[config.mk]
export PLATFORM = sky130hd
export DESIGN_NAME = fp_cmd_sequencer
export DESIGN_NICKNAME = d
export VERILOG_FILES = /design/src/rtl/fp_cmd_sequencer_pkg.sv /design/src/rtl/fp_cmd_fifo.sv /design/src/rtl/fp_cmd_sequencer.sv
export SDC_FILE = /design/constraint.sdc
export NUM_CORES = 1
export LEC_CHECK = 0
export BUFFER_PORTS_ARGS = -buffer_cell sky130_fd_sc_hd__buf_2
export CAP_MARGIN = 20
export CORE_MARGIN = 4
export CORE_UTILIZATION = 40
export CTS_CLUSTER_SIZE = 8
export DETAILED_ROUTE_END_ITERATION = 16
export REMOVE_ABC_BUFFERS = 1
export SYNTH_ARGS = -nofsm -noshare
export SYNTH_HDL_FRONTEND = slang
export SYNTH_HIERARCHICAL = 1
export SYNTH_SLANG_ARGS = --single-unit
[constraint.sdc]
create_clock -name clock -period 4.9 [get_ports clock]
set_input_delay 0.245 -clock clock [delete_from_list [all_inputs] [get_ports clock]]
set_output_delay 0.245 -clock clock [all_outputs]
set_load 0.005 [all_outputs]
[src/rtl/fp_cmd_sequencer_pkg.sv]
// fp_cmd_sequencer_pkg: shared types for the front-panel command sequencer
package fp_cmd_sequencer_pkg;
  localparam int WORD_W = 12;
  typedef enum logic [1:0] {LOADPC = 2'b00, LOADAC = 2'b01, DEPOSIT = 2'b10, STEP = 2'b11} fp_op_t;
  typedef enum logic [1:0] {IDLE, ISSUE, RUN} seq_state_t;
  typedef struct packed {
    fp_op_t op;
    logic [WORD_W-1:0] data;
  } fp_cmd_t;
endpackage

[src/rtl/fp_cmd_fifo.sv]
// fp_cmd_fifo: synchronous FIFO of front-panel commands, simultaneous push+pop allowed when full
module fp_cmd_fifo
  import fp_cmd_sequencer_pkg::*;
#(
  parameter int DEPTH = 4,
  parameter type T = fp_cmd_t
) (
  input  logic                   clock,
  input  logic                   reset,
  input  logic                   push,
  input  logic                   pop,
  input  T                       din,
  output T                       dout,
  output logic                   full,
  output logic                   empty,
  output logic [$clog2(DEPTH):0] count
);
  localparam int AW = $clog2(DEPTH);
  T mem [DEPTH];
  logic [AW-1:0] wr_ptr, rd_ptr;
  logic do_push, do_pop;
  assign full = count == (AW+1)'(DEPTH);
  assign empty = count == '0;
  assign do_pop = pop && !empty;
  assign do_push = push && (!full || do_pop);
  assign dout = mem[rd_ptr];
  always_ff @(posedge clock)
    if (do_push) mem[wr_ptr] <= din;
  always_ff @(posedge clock) begin
    if (reset) begin
      wr_ptr <= '0;
      rd_ptr <= '0;
      count <= '0;
    end else begin
      wr_ptr <= wr_ptr + AW'(do_push);
      rd_ptr <= rd_ptr + AW'(do_pop);
      count <= count + (AW+1)'(do_push) - (AW+1)'(do_pop);
    end
  end
endmodule

[src/rtl/fp_cmd_sequencer.sv]
// fp_cmd_sequencer: queues front-panel commands and issues them to the halted CPU; FP_TIMEOUT_EN enables ISSUE timeout
module fp_cmd_sequencer
  import fp_cmd_sequencer_pkg::*;
#(
  parameter int QDEPTH = 4,
  parameter int WORD_W = 12,
  parameter int TIMEOUT_CYC = 1024
) (
  input  logic              clock,
  input  logic              reset,
  input  logic              loadpc,
  input  logic              loadac,
  input  logic              deposit,
  input  logic              step,
  input  logic              run_sw,
  input  logic [WORD_W-1:0] swreg,
  input  logic              cpu_halted,
  input  logic              cpu_ack,
  input  logic              clr_err,
  output logic              cpu_req,
  output logic [1:0]        cpu_op,
  output logic [WORD_W-1:0] cpu_data,
  output logic              cpu_run,
  output logic              busy,
  output logic              q_full,
  output logic              err_drop,
  output logic              err_timeout
);
  seq_state_t state, next;
  fp_cmd_t din, head, cur;
  logic run_q, rise, push, pop, multi, empty, tmo;
  logic [$clog2(QDEPTH):0] count;
  assign rise = run_sw && !run_q;
  assign push = loadpc || loadac || deposit || step;
  assign multi = (loadpc && (loadac || deposit || step)) || (loadac && (deposit || step)) || (deposit && step);
  assign din.op = loadpc ? LOADPC : loadac ? LOADAC : deposit ? DEPOSIT : STEP;
  assign din.data = swreg;
  assign pop = state == IDLE && !empty;
  fp_cmd_fifo #(.DEPTH(QDEPTH), .T(fp_cmd_t)) u_fifo (
    .clock(clock), .reset(reset), .push(push), .pop(pop), .din(din),
    .dout(head), .full(q_full), .empty(empty), .count(count)
  );
  always_comb begin
    next = state;
    unique case (state)
      IDLE:    next = (rise && empty) ? RUN : !empty ? ISSUE : IDLE;
      ISSUE:   next = (cpu_ack || tmo) ? IDLE : ISSUE;
      RUN:     next = (cpu_halted || !run_sw) ? IDLE : RUN;
      default: next = IDLE;
    endcase
  end
  always_ff @(posedge clock) begin
    if (reset) begin
      state <= IDLE;
      run_q <= 1'b0;
      cur <= '0;
      err_drop <= 1'b0;
    end else begin
      state <= next;
      run_q <= run_sw;
      if (pop) cur <= head;
      err_drop <= (err_drop && !clr_err) || multi || (push && q_full && !pop);
    end
  end
`ifdef FP_TIMEOUT_EN
  localparam int TW = (TIMEOUT_CYC > 1) ? $clog2(TIMEOUT_CYC) : 1;
  logic [TW-1:0] tcnt;
  assign tmo = state == ISSUE && !cpu_ack && tcnt == TW'(TIMEOUT_CYC-1);
  always_ff @(posedge clock) begin
    if (reset || state != ISSUE) tcnt <= '0;
    else tcnt <= tcnt + 1'b1;
    if (reset) err_timeout <= 1'b0;
    else err_timeout <= (err_timeout && !clr_err) || tmo;
  end
`else
  logic unused_timeout;
  assign unused_timeout = ^32'(TIMEOUT_CYC);
  assign tmo = 1'b0;
  assign err_timeout = 1'b0;
`endif
  assign cpu_req = state == ISSUE;
  assign cpu_run = state == RUN;
  assign cpu_op = cur.op;
  assign cpu_data = cur.data;
  assign busy = state != IDLE || count != '0;
endmodule

==> results of run 1 <==
layout by cell type (no fill, tap or decap), types with 7 or more instances in the layout:
cell	n
clkbuf_8	9
edfxtp_1	56
nor2_1	7
nor2b_1	9
dfxtp_1	25
mux4_2	10
nand2_1	27
a21oi_2	9
a21oi_1	8
buf_2	40
synthesized netlist by cell type (2+ instances only):
master / count
a21oi_2: 9
buf_2: 3
buf_6: 2
edfxtp_1: 56
buf_12: 2
nand2_1: 27
ha_1: 3
nor3b_1: 4
xnor2_1: 2
mux4_2: 10
a21oi_1: 8
inv_1: 3
nor2_1: 7
nor3_1: 4
dfxtp_1: 25
nand2_2: 3
nor2b_1: 9
mux4_1: 4
critical path: cells and delay by family, from the launching register on:
family | cells | cell delay (ps)
adders and majority gates | 2 | 560
buffers and inverters | 1 | 330
xor gates and xnor gates | 1 | 200
and+or+nand+nor | 4 | 1440
AOI/OAI and AO/OA | 1 | 110
DFF | 1 | 390
state kept, by name, summed over array words and instances, names as in the netlist:
signal	cells
cpu_data	12
cpu_op	2
err_drop	1
run_q	1
state	2
u_fifo/count	3
u_fifo/mem	56
u_fifo/rd_ptr	2
u_fifo/wr_ptr	2
worst max path at each step:
stage,cells past startpoint,startpoint,slack (ps),end
after floorplan,5,u_fifo/count[1],1570,u_fifo/mem[0][0]
after global placement,9,u_fifo/count[1],1810,u_fifo/count[2]
after detailed placement,9,u_fifo/count[1],1740,u_fifo/count[2]
after CTS,9,u_fifo/count[1],1710,u_fifo/count[2]
after global routing,9,u_fifo/count[1],1480,u_fifo/count[2]
final,9,u_fifo/count[1],1750,u_fifo/count[2]
routing by layer:
metal,part of all wire [%],global-route usage (%)
met5,0,0
met4,1.7,6.71
met3,3.8,4.14
met2,47,19.1
met1,47,16.5
metrics by stage:
step	power, mW	hold slack [ps]
after floorplan	1.53	307
after global placement	1.78	447
after detailed placement	1.80	448
after CTS	2.37	96.9
after global routing	2.49	87.3
final	2.33	113
logic make-up (layout without fill, tap and decap cells):
family                   after synthesis  count (layout)  synth area share [%]
AO/OA/AOI/OAI                         21              21                  4.73
XOR/XNOR                               4               4                  1.55
adder cells (fa/ha/maj)                5               5                  2.09
buffers and inverters                 13              64                  3.37
flip-flops                            81              81                  67.6
multiplexers                          14              14                  10.2
other                                  1               1                 0.116
AND/OR/NAND/NOR                       63              63                  10.3
report_power, final:
group	internal [mW]	switching [mW]
Sequential	0.969	0.118
Combinational	0.315	0.362
Clock	0.336	0.232
area by class of cell:
class | instances | area (µm²)
timing repair buffer | 44 | 230
tap | 102 | 128
clock buffer | 10 | 128
multi-input combinational | 108 | 968
inverter | 4 | 20.0
clock inverter | 6 | 106
fill | 683 | 4010
sequential | 81 | 2180
==> flow_summary_export.csv, run 1 <==
group,metric,value,unit
sta,tns,0,ps
synth,synth_area_leaders,"edfxtp_1, dfxtp_1, mux4_2",
clock_network,clockRootBuffer,"clkbuf_8",
synth,yosys_warnings,6,
clock_network,cts_tree,"yes",
route,drt_iter0_markers,90,
route,via_per_inst,4.85,
clock_network,cts.path.max_buffers,2,
clock_network,cts_resized,0,
run_status,status,"completed",
hold_path,worst_hold_path_type,"in -> reg",
placed_design,port_buffers,40,
worst_setup_path,crit_fanout,19,
layout,drive_above_1_share,34.8,%
route,wl_per_cell,15.8,µm
worst_setup_path,rrSetupSlack,1750,ps
sta,drv_slew,0,
worst_setup_path,crit_arrival,3370,ps
synth,synth_edf_count,56,
synth,synth-seq-cells,81,
worst_setup_path,startpoint_type,"flip-flop",
hold_path,min_to,"u_fifo/mem[3][7]",
worst_setup_path,max_stage_delay,650,ps
global_routing,antenna_found_initial,0,
sta,clock_skew,7.70,ps
global_routing,grt_pass1_wl,9130,µm
power,p_leak,1.35,nW
clock_network,cts_max_level,3,
layout,utilization,48.4,%
sta,grt_setup_unrepaired,"no",
route,firstDrtPassIters,4,
layout,synthToLayoutAreaGrowth,16.6,%
placed_design,gp_congestion,0.709,
clock_network,cts_sinks,81,
placed_design,place_inst,339,
synth,ys_seq_area_share,67.6,%
worst_setup_path,end_kind,"flip-flop",
synth,ys_async_sr_fraction,0,%
route,drc,0,
power,ir_drop,0.000222,V
global_routing,grt.total_usage,12.7,%
hold_path,hp-start,"swreg[7]",
layout,final_cells,355,
sta,slew_headroom,38.7,%
floorplanning,dieArea,9570,µm²
sta,setup_viol_count_final,0,
placed_design,dpl_cell_area,3530,µm²
clock_network,cts_hold_buf,0,
worst_setup_path,required,5120,ps
sta,fmax,317,MHz
layout,antennaDiodeCount,0,
sta,fin_ws,1750,ps
floorplanning,die-height,97.8,µm
worst_setup_path,crit_type,"reg -> reg",
floorplanning,io_pins,42,
global_routing,grt_pass1_vias,1757,
sta,hold_viol_final,0,
route,wirelength,5610,µm
synth,synth_top_area_share,52.1,%
synth,synth_area,3230,µm²
clock_network,cts_buffers,9,
sta,worst_pin_slew,919,ps
global_routing,grt_overflow,0,
sta,period_share,64.4,%
synth,synth-main-ff-cell,"edfxtp_1",
route,num_vias,1721,
clock_network,clk_latency,350,ps
hold_path,whs_path_depth,1,
layout,design_area,3760,µm²
run,maxCapViolCount,0,
floorplanning,start_util,41.6,%
floorplanning,rows,32,
worst_setup_path,r2r-end,"u_fifo/count[2]",
synth,avgSynthCellArea,16.0,µm²
global_routing,grt_start_max_net_pins,27,
placed_design,post-dp-hpwl,3630,µm
synth,synthCells,202,
worst_setup_path,cp_cell_sequence,"nor3_1, or3_1, clkinv_4, or2_2, o311a_1, ha_1, fa_1, xor3_1, nor2_1",
power,powerDensity,620,nW/µm²
placed_design,dp_slack,1740,ps
worst_setup_path,rr_startpoint,"u_fifo/count[1]",
synth,synth_top_area_cell,"edfxtp_1",
clock_network,postCtsSetupBuffers,0,
route,postRouteAntennaNets,0,
synth,ys_types,39,
clock_network,clkTransAtPathRegs,80,ps
floorplanning,die_x,97.8,µm
worst_setup_path,cpMaxStageDelayCell,"or3_1",
floorplanning,core_region_area,7770,µm²
layout,fin_nets,274,
sta,period_minus_slack,3150,ps
worst_setup_path,ff2ff_path_depth,9,
No activity file was read; power rests on OpenSTA's default activity.
==> run 2: changes to the inputs <==
==> constraint.sdc (replaced) <==
create_clock -name clock -period 2.5 [get_ports clock]
set_input_delay 0.125 -clock clock [delete_from_list [all_inputs] [get_ports clock]]
set_output_delay 0.125 -clock clock [all_outputs]
set_load 0.005 [all_outputs]
==> run 2 against run 1 <==
Against the previous run:
- design area rose by 4.2%
- maximum frequency rose by 45%
- via count rose by 6.5%
- non-clock buffer count rose by 19
- total power rose by 100%
- cell count rose by 5.4%
- highest routed layer unchanged
==> flow_summary_export.csv, run 2 (same netlist as run 1, synthesis figures left out) <==
group,metric,value,unit
run_status,status,"completed",
clock_network,clockRootBuffer,"clkbuf_8",
layout,utilization,50.5,%
route,wirelength,5870,µm
floorplanning,start_util,41.6,%
layout,largest_register_ffs,56,
floorplanning,rows,32,
power,powerDensity,1190,nW/µm²
clock_network,clk_latency,340,ps
worst_setup_path,crit_type,"reg -> reg",
floorplanning,core_region_area,7770,µm²
layout,regArea,2180,µm²
sta,worst_pin_slew,778,ps
sta,tns,0,ps
layout,fillers,675,
placed_design,post-dp-hpwl,3770,µm
worst_setup_path,crit_arrival,2380,ps
hold_path,hp-start,"swreg[9]",
global_routing,grt_pass1_wl,9830,µm
layout,final_cell_mix,"edfxtp_1, buf_2, nand2_1",
clock_network,cts_buffers,9,
clock_network,cts_tree,"yes",
global_routing,grt_start_max_net_pins,27,
power,ir_drop,0.000446,V
clock_network,postCtsSetupBuffers,0,
global_routing,grt.total_usage,13.3,%
worst_setup_path,crit_fanout,5,
sta,setup_viol_count_final,0,
worst_setup_path,cp_cell_sequence,"nor3_1, or3_1, clkinv_4, or2_2, o311a_1, ha_1, fa_1, xor3_1, nor2_1",
sta,drv_slew,0,
sta,hold_viol_final,0,
route,via_per_inst,4.90,
placed_design,place_inst,350,
run,maxCapViolCount,0,
worst_setup_path,startpoint_type,"flip-flop",
power,p_leak,1.44,nW
layout,fin_nets,293,
sta,fmax,460,MHz
placed_design,port_buffers,40,
layout,multi_input_area,968,µm²
worst_setup_path,end_kind,"flip-flop",
global_routing,antenna_found_initial,0,
layout,top_register,"u_fifo/mem",
route,drc,0,
floorplanning,io_pins,42,
sta,period_share,86.9,%
sta,grt_setup_unrepaired,"no",
global_routing,grt_pass1_vias,1926,
route,postRouteAntennaNets,0,
worst_setup_path,max_stage_delay,370,ps
sta,slew_headroom,48.1,%
sta,period_minus_slack,2170,ps
floorplanning,die_x,97.8,µm
worst_setup_path,cp_top_family,"simple AND/OR/NAND/NOR gates",
global_routing,grt_overflow,0,
layout,final_cells,374,
worst_setup_path,crit_start,"u_fifo/count[1]",
route,drt_iter0_markers,72,
worst_setup_path,rr_startpoint,"u_fifo/count[1]",
worst_setup_path,rrSetupSlack,330,ps
floorplanning,dieArea,9570,µm²
clock_network,cts.path.max_buffers,2,
hold_path,worst_hold_path_type,"in -> reg",
sta,whs,19.9,ps
worst_setup_path,path_buf_inv,1,
route,wl_per_cell,15.7,µm
placed_design,gp_congestion,0.686,
layout,layout_commonest_cell,"edfxtp_1",
route,num_vias,1833,
clock_network,clkTransAtPathRegs,80,ps
worst_setup_path,required,2710,ps
layout,synthToLayoutAreaGrowth,21.4,%
route,firstDrtPassIters,4,
layout,drive_above_1_share,37.1,%
layout,antennaDiodeCount,0,
floorplanning,die-height,97.8,µm
clock_network,cts_resized,0,
worst_setup_path,cpMaxStageDelayCell,"fa_1",
sta,clock_skew,9.66,ps
clock_network,cts_sinks,81,
clock_network,cts_max_level,3,
-- run 2: changes by cell type in the layout (fill, tap and decap cells not counted), sizes merged --
cell	delta
buf	+11
dlygate4sd3	+8
inv	+1
bufinv	-1
-- run 2: final cells by class --
cell class	instances	share of cell area, %
Clock buffer	10	3.51
Clock inverter	6	2.30
Inverter	4	0.511
Multi-Input combinational cell	108	24.7
Sequential cell	81	55.7
Tap cell	102	3.26
Timing Repair Buffer	63	10.0
-- run 2: per-layer routing --
layer / up-vias / wire [µm] / global-route usage [%]
met5: - / 0 / 0
met4: 0 / 120 / 6.07
met3: 11 / 247 / 3.14
met2: 36 / 2780 / 20.8
met1: 905 / 2720 / 17.6
li1: 881 / - / -
-- run 2: what timing repair did --
item                                    CTS  global route
endpoints found under the setup margin    0             0
hold buffers                              8             0
endpoints found under the hold margin    31             0
-- run 2: report_power, final --
group | switching (mW) | internal [mW] | total (mW)
registers | 0.153 | 1.90 | 2.05
clock network | 0.467 | 0.593 | 1.06
logic | 0.830 | 0.743 | 1.57
-- run 2: final timing paths --
| check | endpoint | cells past startpoint |
|---|---|---|
| hold / removal | u_fifo/mem[3][9] | 1 |
| setup reg to reg | u_fifo/count[2] | 9 |
| setup / recovery | u_fifo/count[2] | 9 |
| hold reg to reg | cpu_op[1] | 2 |
-- run 2: metrics by stage --
stage               power [mW]  cell area, µm²  setup slack [ps]
finish                    4.68            3920               328
global route              5.03            3920               118
CTS                       4.76            3920               324
detailed placement        3.68            3610               250
global placement          3.65            3610               281
floorplan                 2.99            3140              -830
